File: src/rtl/channel_scheduler.sv
// Round-robin grant scheduler for four channels with a per-grant burst limit.
// Drives the select/enable inputs of a downstream 2-to-4 decoder from registers.
module channel_scheduler #(
  parameter int BURST = 4
) (
  input  logic       clk,
  input  logic       rst_n,
  input  logic       arb_en,
  input  logic [3:0] req,
  output logic [1:0] sel,
  output logic       sel_en,
  output logic       gnt_new
);

  typedef enum logic {IDLE = 1'b0, GRANT = 1'b1} state_t;

  state_t     state_q, state_d;
  logic [1:0] sel_q, sel_d;
  logic [1:0] last_ch_q, last_ch_d;
  logic [7:0] cnt_q, cnt_d;
  logic       gnt_new_q, gnt_new_d;

  // Search starts one past base and ends on base itself, so base has lowest priority.
  function automatic logic [1:0] pick(input logic [1:0] base, input logic [3:0] r);
    logic [1:0] c;
    pick = base;
    for (int k = 4; k >= 1; k--) begin
      c = base + 2'(k);
      if (r[c]) pick = c;
    end
  endfunction

  always_comb begin
    state_d   = state_q;
    sel_d     = sel_q;
    last_ch_d = last_ch_q;
    cnt_d     = cnt_q;
    gnt_new_d = 1'b0;
    case (state_q)
      IDLE: begin
        if (arb_en && (req != 4'b0000)) begin
          state_d   = GRANT;
          sel_d     = pick(last_ch_q, req);
          cnt_d     = 8'd1;
          gnt_new_d = 1'b1;
        end
      end
      GRANT: begin
        if (req[sel_q] && arb_en && (cnt_q < 8'(BURST))) begin
          cnt_d = cnt_q + 8'd1;
        end else begin
          // Released channel becomes the lowest-priority candidate for the next grant.
          last_ch_d = sel_q;
          if (arb_en && (req != 4'b0000)) begin
            sel_d     = pick(sel_q, req);
            cnt_d     = 8'd1;
            gnt_new_d = 1'b1;
          end else begin
            state_d = IDLE;
            cnt_d   = 8'd0;
          end
        end
      end
      default: begin
        state_d = IDLE;
        cnt_d   = 8'd0;
      end
    endcase
  end

  always_ff @(posedge clk or negedge rst_n) begin
    if (!rst_n) begin
      state_q   <= IDLE;
      sel_q     <= 2'b00;
      last_ch_q <= 2'b11;
      cnt_q     <= 8'd0;
      gnt_new_q <= 1'b0;
    end else begin
      state_q   <= state_d;
      sel_q     <= sel_d;
      last_ch_q <= last_ch_d;
      cnt_q     <= cnt_d;
      gnt_new_q <= gnt_new_d;
    end
  end

  assign sel     = sel_q;
  assign sel_en  = (state_q == GRANT);
  assign gnt_new = gnt_new_q;

endmodule

File: config.mk
export PLATFORM = sky130hd
export DESIGN_NAME = channel_scheduler
export DESIGN_NICKNAME = d
export VERILOG_FILES = /design/src/rtl/channel_scheduler.sv
export SDC_FILE = /design/constraint.sdc
export NUM_CORES = 1
export LEC_CHECK = 0
export BUFFER_PORTS_ARGS = -buffer_cell sky130_fd_sc_hd__buf_4
export CAP_MARGIN = 15
export CORE_MARGIN = 5
export CORE_UTILIZATION = 50
export DETAILED_ROUTE_END_ITERATION = 7
export PLACE_DENSITY = 0.81
export SLEW_MARGIN = 25
export SYNTH_ARGS = -nofsm -noshare
export SYNTH_HDL_FRONTEND = slang
export SYNTH_SLANG_ARGS = --single-unit
File: constraint.sdc
create_clock -name clk -period 3.8 [get_ports clk]
set_input_delay 0.38 -clock clk [delete_from_list [all_inputs] [get_ports clk]]
set_output_delay 0.38 -clock clk [all_outputs]
set_load 0.005 [all_outputs]
==> results.json, run 1 <==
{
  "root_buffer": "clkbuf_4",
  "synth_mux_area_share_pct": 5.488,
  "syn-instance-count": 84,
  "path_clk_slew_ps": 90,
  "yosys.area_share.adder_pct": 1.524,
  "grtUsageTotal_pct": 13.43,
  "synth_fp_nets": 92,
  "whs_ps": 402.9,
  "die_y_um": 50.52,
  "antenna_found_initial": 0,
  "grt_pass1_wl_um": 2684,
  "cp.arrival_ps": 2110,
  "post_cts_resized": 0,
  "maxCapViolCount": 0,
  "p_leak_nw": 0.4135,
  "critPathMaxFanout": 12,
  "worst-path-buf-inv": 0,
  "hold_buffers": 1,
  "die_w_um": 50.52,
  "antenna_left": 0,
  "cp-end-kind": "flip-flop",
  "ys_ff_latch": 14,
  "clkSinkCount": 14,
  "diodes": 0,
  "grt_start_max_net_pins": 15,
  "drt-initial-drc-count": 21,
  "ios": 11,
  "synth-simple-area-share_pct": 26.37,
  "synth_edf_count": 0,
  "rsz0062_at_grt": "no",
  "crit_slowest_cell": "mux4_2",
  "die_area_sq_mm": 0.002552,
  "route.detailed.drc": 0,
  "cp_top_family": "multiplexers",
  "cts_buffer_depth": 2,
  "yosysSeqAreaShare_pct": 42.99,
  "h-tree-depth": 1,
  "synth_top_area_share_pct": 36.59,
  "crit_chain": "mux4_2 -> and4_4 -> nand2b_4 -> a21o_1 -> a22o_1",
  "fp.coreArea_sq_mm": 0.001524,
  "cts-buffers-inserted": 3,
  "min_period_ps": 1954,
  "status": "completed",
  "clock_latency_ps": 280,
  "start_util_pct": 53.86,
  "worst_hold_path_type": "in2reg",
  "vias": 662,
  "max-slew-margin-rel_pct": 75.64,
  "hold_viol_final": 0,
  "synthFlopType": "dfrtp_1",
  "tritoncts": "yes",
  "postCtsSetupBuffers": 0,
  "synth_most_common_cell": "dfrtp_1",
  "via_per_inst": 6.073,
  "worstSetupStartpointType": "flip-flop",
  "grt_pass1_vias": 623,
  "finalNetCount": 102,
  "routed_wirelength_um": 1570,
  "synth_area_sq_um": 820.8,
  "first_pass_iters": 4,
  "avgSynthCellArea_sq_um": 9.771,
  "numPortBuffers": 10,
  "timing.fmax_ghz": 0.5117,
  "drv_slew": 0,
  "worst_slew_pin_slew_ps": 360.9,
  "area_growth_pct": 11.59,
  "setup_violations": 0,
  "synthArstFlopShare_pct": 100.0,
  "yosys.cell_types.count": 36,
  "cpPeakStageDelay_ps": 570,
  "cellPowerDensity_mw_per_mm2": 539.2,
  "synth_top_area_cell": "dfrtp_1",
  "yosys-top-cells-area": "dfrtp_1 (37%), dfstp_2 (6.4%), nand2b_1 (6.1%), and2_1 (3.8%), nand2_1 (3.2%)",
  "crit_required_ps": 3960,
  "dp_hpwl_um": 1124,
  "grt-ovfl-total": 0,
  "period_share_pct": 51.43,
  "crit_type": "reg2reg",
  "synth_top_family_by_area": "simple AND/OR/NAND/NOR gates",
  "fin_tns_setup_ps": 0,
  "synth_xor_area_share_pct": 0,
  "routedWlPerCell_um": 14.40,
  "synthTopCellsByCount": "dfrtp_1 (12), nand2b_1 (8), nand2_1 (7)",
  "finClkSkew_ps": 17.20,
  "row_count": 14,
  "yosys_warnings": 0,
  "synth_compound_area_share_pct": 18.29,
  "drive_above_1_share_pct": 23.66,
  "gp_routability_congestion": 0.7793,
  "peakVddDrop_mv": 0.3396,
  "final_util_pct": 60.10
}
-- worst reg2reg max path: cells and delay by family, from the launching register on --
family	cells	cell delay, ps
and+or+nand+nor	2	350
muxes	1	570
DFF	1	550
AOI/OAI and AO/OA	2	380
-- placed cells by master, fill, tap and decap left out, types with 2 or more instances in the layout --
master / instances
buf_4: 10
a22o_1: 2
nand2b_1: 8
a21oi_1: 4
nor3b_1: 2
nand2_1: 7
clkbuf_4: 3
nor2_1: 4
o21ai_0: 5
and2_1: 5
dfrtp_1: 12
nand3_1: 4
dfstp_2: 2
mux2_2: 2
a21o_1: 2
-- registers in the layout (all words and copies together), names as in the netlist --
register and count:
sel 2, last_ch_q 2, sel_en 1, cnt_q 8, gnt_new 1
-- power breakdown --
| part | switching, W | internal [W] |
|---|---|---|
| logic | 0.0000703 | 0.000101 |
| registers | 0.0000513 | 0.000184 |
| clock network | 0.0000472 | 0.0000406 |
-- layer usage --
| metal | wire length (um) | GRT usage (%) | vias up | part of all wire [%] |
|---|---|---|---|---|
| li1 | - | - | 320 | - |
| met1 | 706 | 17.96 | 315 | 45 |
| met2 | 732 | 20.66 | 25 | 47 |
| met3 | 117 | 4.438 | 2 | 7.5 |
| met4 | 14 | 3.830 | 0 | 0.89 |
| met5 | 0 | 0 | - | 0 |
-- per-stage QoR --
stage	area [sq um]	setup slack, ps	cells	total power, W
6_report	915.9	1846	109	0.0004939
5_1_grt	915.9	1755	109	0.0005307
4_1_cts	915.9	1844	109	0.0004943
3_5_place_dp	879.6	1864	104	0.0004070
3_3_place_gp	879.6	1914	104	0.0003992
2_1_floorplan	820.8	2000	84	0.0003584
-- final cells by class --
type / instances / area [sq um]
fill: 134 / 608.1
inverter: 2 / 7.507
clock buffer: 4 / 26.28
multi-input combinational: 62 / 424.2
tap: 16 / 20.02
sequential: 14 / 352.8
timing repair buffer: 11 / 85.08
-- cells by family after synthesis --
logic type / count (synthesis)
and+or+nand+nor: 37
AOI/OAI and AO/OA: 21
DFF: 14
buffers and inverters: 8
muxes: 3
adders and majority gates: 1
-- path summary, 6_finish.rpt --
path | from | endpoint | slack, ps | depth (start not counted)
setup / recovery | sel[0] | sel[0] | 1850 | 5
hold / removal | arb_en | sel_en | 400 | 2
setup reg to reg | sel[0] | sel[0] | 1850 | 5
hold reg to reg | cnt_q[5] | cnt_q[5] | 500 | 1
max in group asynchronous | rst_n | last_ch_q[1] | 3060 | 2
min in group asynchronous | rst_n | cnt_q[5] | 480 | 2
No activity file was read; power rests on OpenSTA's default activity.
==> run 2: changes to the inputs <==
clock period = 1.8 ns   (was 3.8 ns; I/O delays follow)
==> run 2 against run 1 <==
  * Critical endpoint unchanged
  * Clock skew down 7.0 ps
  * Flip-flop and latch count is the same
  * Critical path type unchanged
  * Clock-buffer cell count is the same
  * Register-to-register slack got worse by 1800 ps
  * Largest power group is now combinational logic
==> results.json, run 2 (same netlist as run 1, synthesis figures left out) <==
{
  "cpPeakStageDelay_ps": 520,
  "top_layer": "met4",
  "die_w_um": 50.52,
  "vias": 676,
  "dr_wl_met3_um": 125,
  "routedWlPerCell_um": 14.55,
  "min_path_cells": 2,
  "maxCapViolCount": 0,
  "drv_slew": 0,
  "final_common_cell": "buf_4",
  "row_count": 14,
  "reg2reg_depth": 5,
  "cellPowerDensity_mw_per_mm2": 1169,
  "path_clk_slew_ps": 80,
  "combPwrFrac_pct": 40.8,
  "place_area_sq_um": 917.1,
  "largest_register_ffs": 8,
  "crit_slowest_cell": "mux4_2",
  "power_w": 0.001127,
  "clkSinkCount": 14,
  "fill_cells": 131,
  "antenna_found_initial": 0,
  "final_design_area_no_fill_sq_um": 963.4,
  "numPortBuffers": 10,
  "antenna_left": 0,
  "reg2reg_from": "sel[0]",
  "critPathLaunch": "sel[0]",
  "sw_frac_of_total_pct": 32.82,
  "reg2reg_to": "sel[0]",
  "rrSetupSlack_ps": 70,
  "gp_routability_congestion": 0.8290,
  "clock_latency_ps": 290,
  "grt-ovfl-total": 0,
  "intPower_w": 0.0007569,
  "routed_wirelength_um": 1659,
  "tritoncts": "yes",
  "worst_hold_path_type": "in2reg",
  "max-slew-margin-rel_pct": 71.35,
  "root_buffer": "clkbuf_4",
  "die_area_sq_mm": 0.002552,
  "min_period_ps": 1735,
  "h-tree-depth": 1,
  "p_switching_w": 0.0003698,
  "wl_met2_um": 794,
  "power_frac_clock_pct": 19.7,
  "post_cts_resized": 0,
  "peakVddDrop_mv": 0.7369,
  "rsz0062_at_grt": "no",
  "first_pass_iters": 5,
  "fin_tns_setup_ps": 0,
  "hold_viol_final": 0,
  "ios": 11,
  "setup_violations": 0,
  "period_share_pct": 96.38,
  "grt_pass1_vias": 602,
  "finClkSkew_ps": 10.22,
  "grt_start_max_net_pins": 15,
  "die_y_um": 50.52,
  "area_growth_pct": 17.38,
  "hold_end": "sel_en",
  "worst_slew_pin_slew_ps": 425.9,
  "drive_above_1_share_pct": 28.57,
  "final_util_pct": 63.22,
  "grtUsageTotal_pct": 13.69,
  "status": "completed",
  "crit_chain": "mux4_2 -> and4_4 -> nand2b_4 -> a21o_1 -> a22o_1",
  "grt_pass1_wl_um": 2670,
  "critPathMaxFanout": 5,
  "crit_required_ps": 1970,
  "cp.arrival_ps": 1900,
  "via_per_inst": 5.930,
  "route.detailed.drc": 0,
  "drt-initial-drc-count": 21,
  "start_util_pct": 53.86,
  "p_leak_nw": 0.4435,
  "drt-met1-wl_um": 704,
  "largest_register": "cnt_q",
  "cts_buffer_depth": 2,
  "timing.fmax_ghz": 0.5764,
  "fp.coreArea_sq_mm": 0.001524,
  "finalWorstSetupSlack_ps": 65.18,
  "crit_type": "reg2reg",
  "finalNetCount": 107,
  "dp_hpwl_um": 1292,
  "seqPwrFrac_pct": 39.5,
  "cp-end-kind": "flip-flop",
  "worstSetupStartpointType": "flip-flop",
  "min_from": "arb_en",
  "diodes": 0,
  "layout_common_cells": "buf_4 (15), dfrtp_1 (12), nand2b_1 (8), nand2_1 (7)",
  "cts-buffers-inserted": 3,
  "post-place-ws_ps": 50.56
}
[run 2: cell types whose count changed in the layout (fill, tap and decap cells not counted)]
cell / previous run / this run
buf_4: 10 / 15
clkbuf_8: 0 / 1
clkbuf_1: 1 / 0
[run 2: timing repair]
action                                  4_1_cts  5_1_grt
endpoints found under the hold margin        14        0
endpoints found under the setup margin        0        1
setup buffers                                 0        0
hold buffers                                  1        0
[run 2: critical path, delay by kind of cell, from the launching register on]
kind            cells  cell delay [ps]
simple gates        2              330
mux                 1              520
flops               1              380
compound gates      2              400
[run 2: metrics by stage]
step	cells	hold slack, ps
global route	114	189.1
detailed placement	109	32.26
finish	114	203.2
CTS	114	198.2
floorplan	84	-115.6
global placement	109	31.87
[run 2: how the worst max path moves through the flow]
| stage | to | slack (ps) | cells after the start |
|---|---|---|---|
| floorplan | sel[0] | 90 | 5 |
| global placement | sel[0] | 110 | 5 |
| detailed placement | sel[0] | 50 | 5 |
| CTS | sel[0] | 40 | 5 |
| global route | sel[0] | 10 | 5 |
| finish | sel[0] | 70 | 5 |
[run 2: power groups by stage]
stage               combinational, W  sequential, W  clock [W]
floorplan                   0.000316       0.000441          0
global placement            0.000439       0.000446          0
detailed placement          0.000457       0.000450          0
CTS                         0.000461       0.000444   0.000226
global route                0.000497       0.000454   0.000249
finish                      0.000460       0.000445   0.000222
[run 2: metal layers]
layer / up-vias / GRT usage (%)
li1: 329 / -
met1: 317 / 16.91
met2: 25 / 20.87
met3: 5 / 5.325
met4: 0 / 6.383
met5: - / 0
[run 2: layout make-up]
cell class	count	area (sq um)	share of cell area [%]
Sequential cell	14	352.8	36.62
Inverter	2	7.507	0.7792
Clock buffer	4	36.28	3.766
Tap cell	16	20.02	2.078
Multi-Input combinational cell	62	424.2	44.03
Timing Repair Buffer	16	122.6	12.73
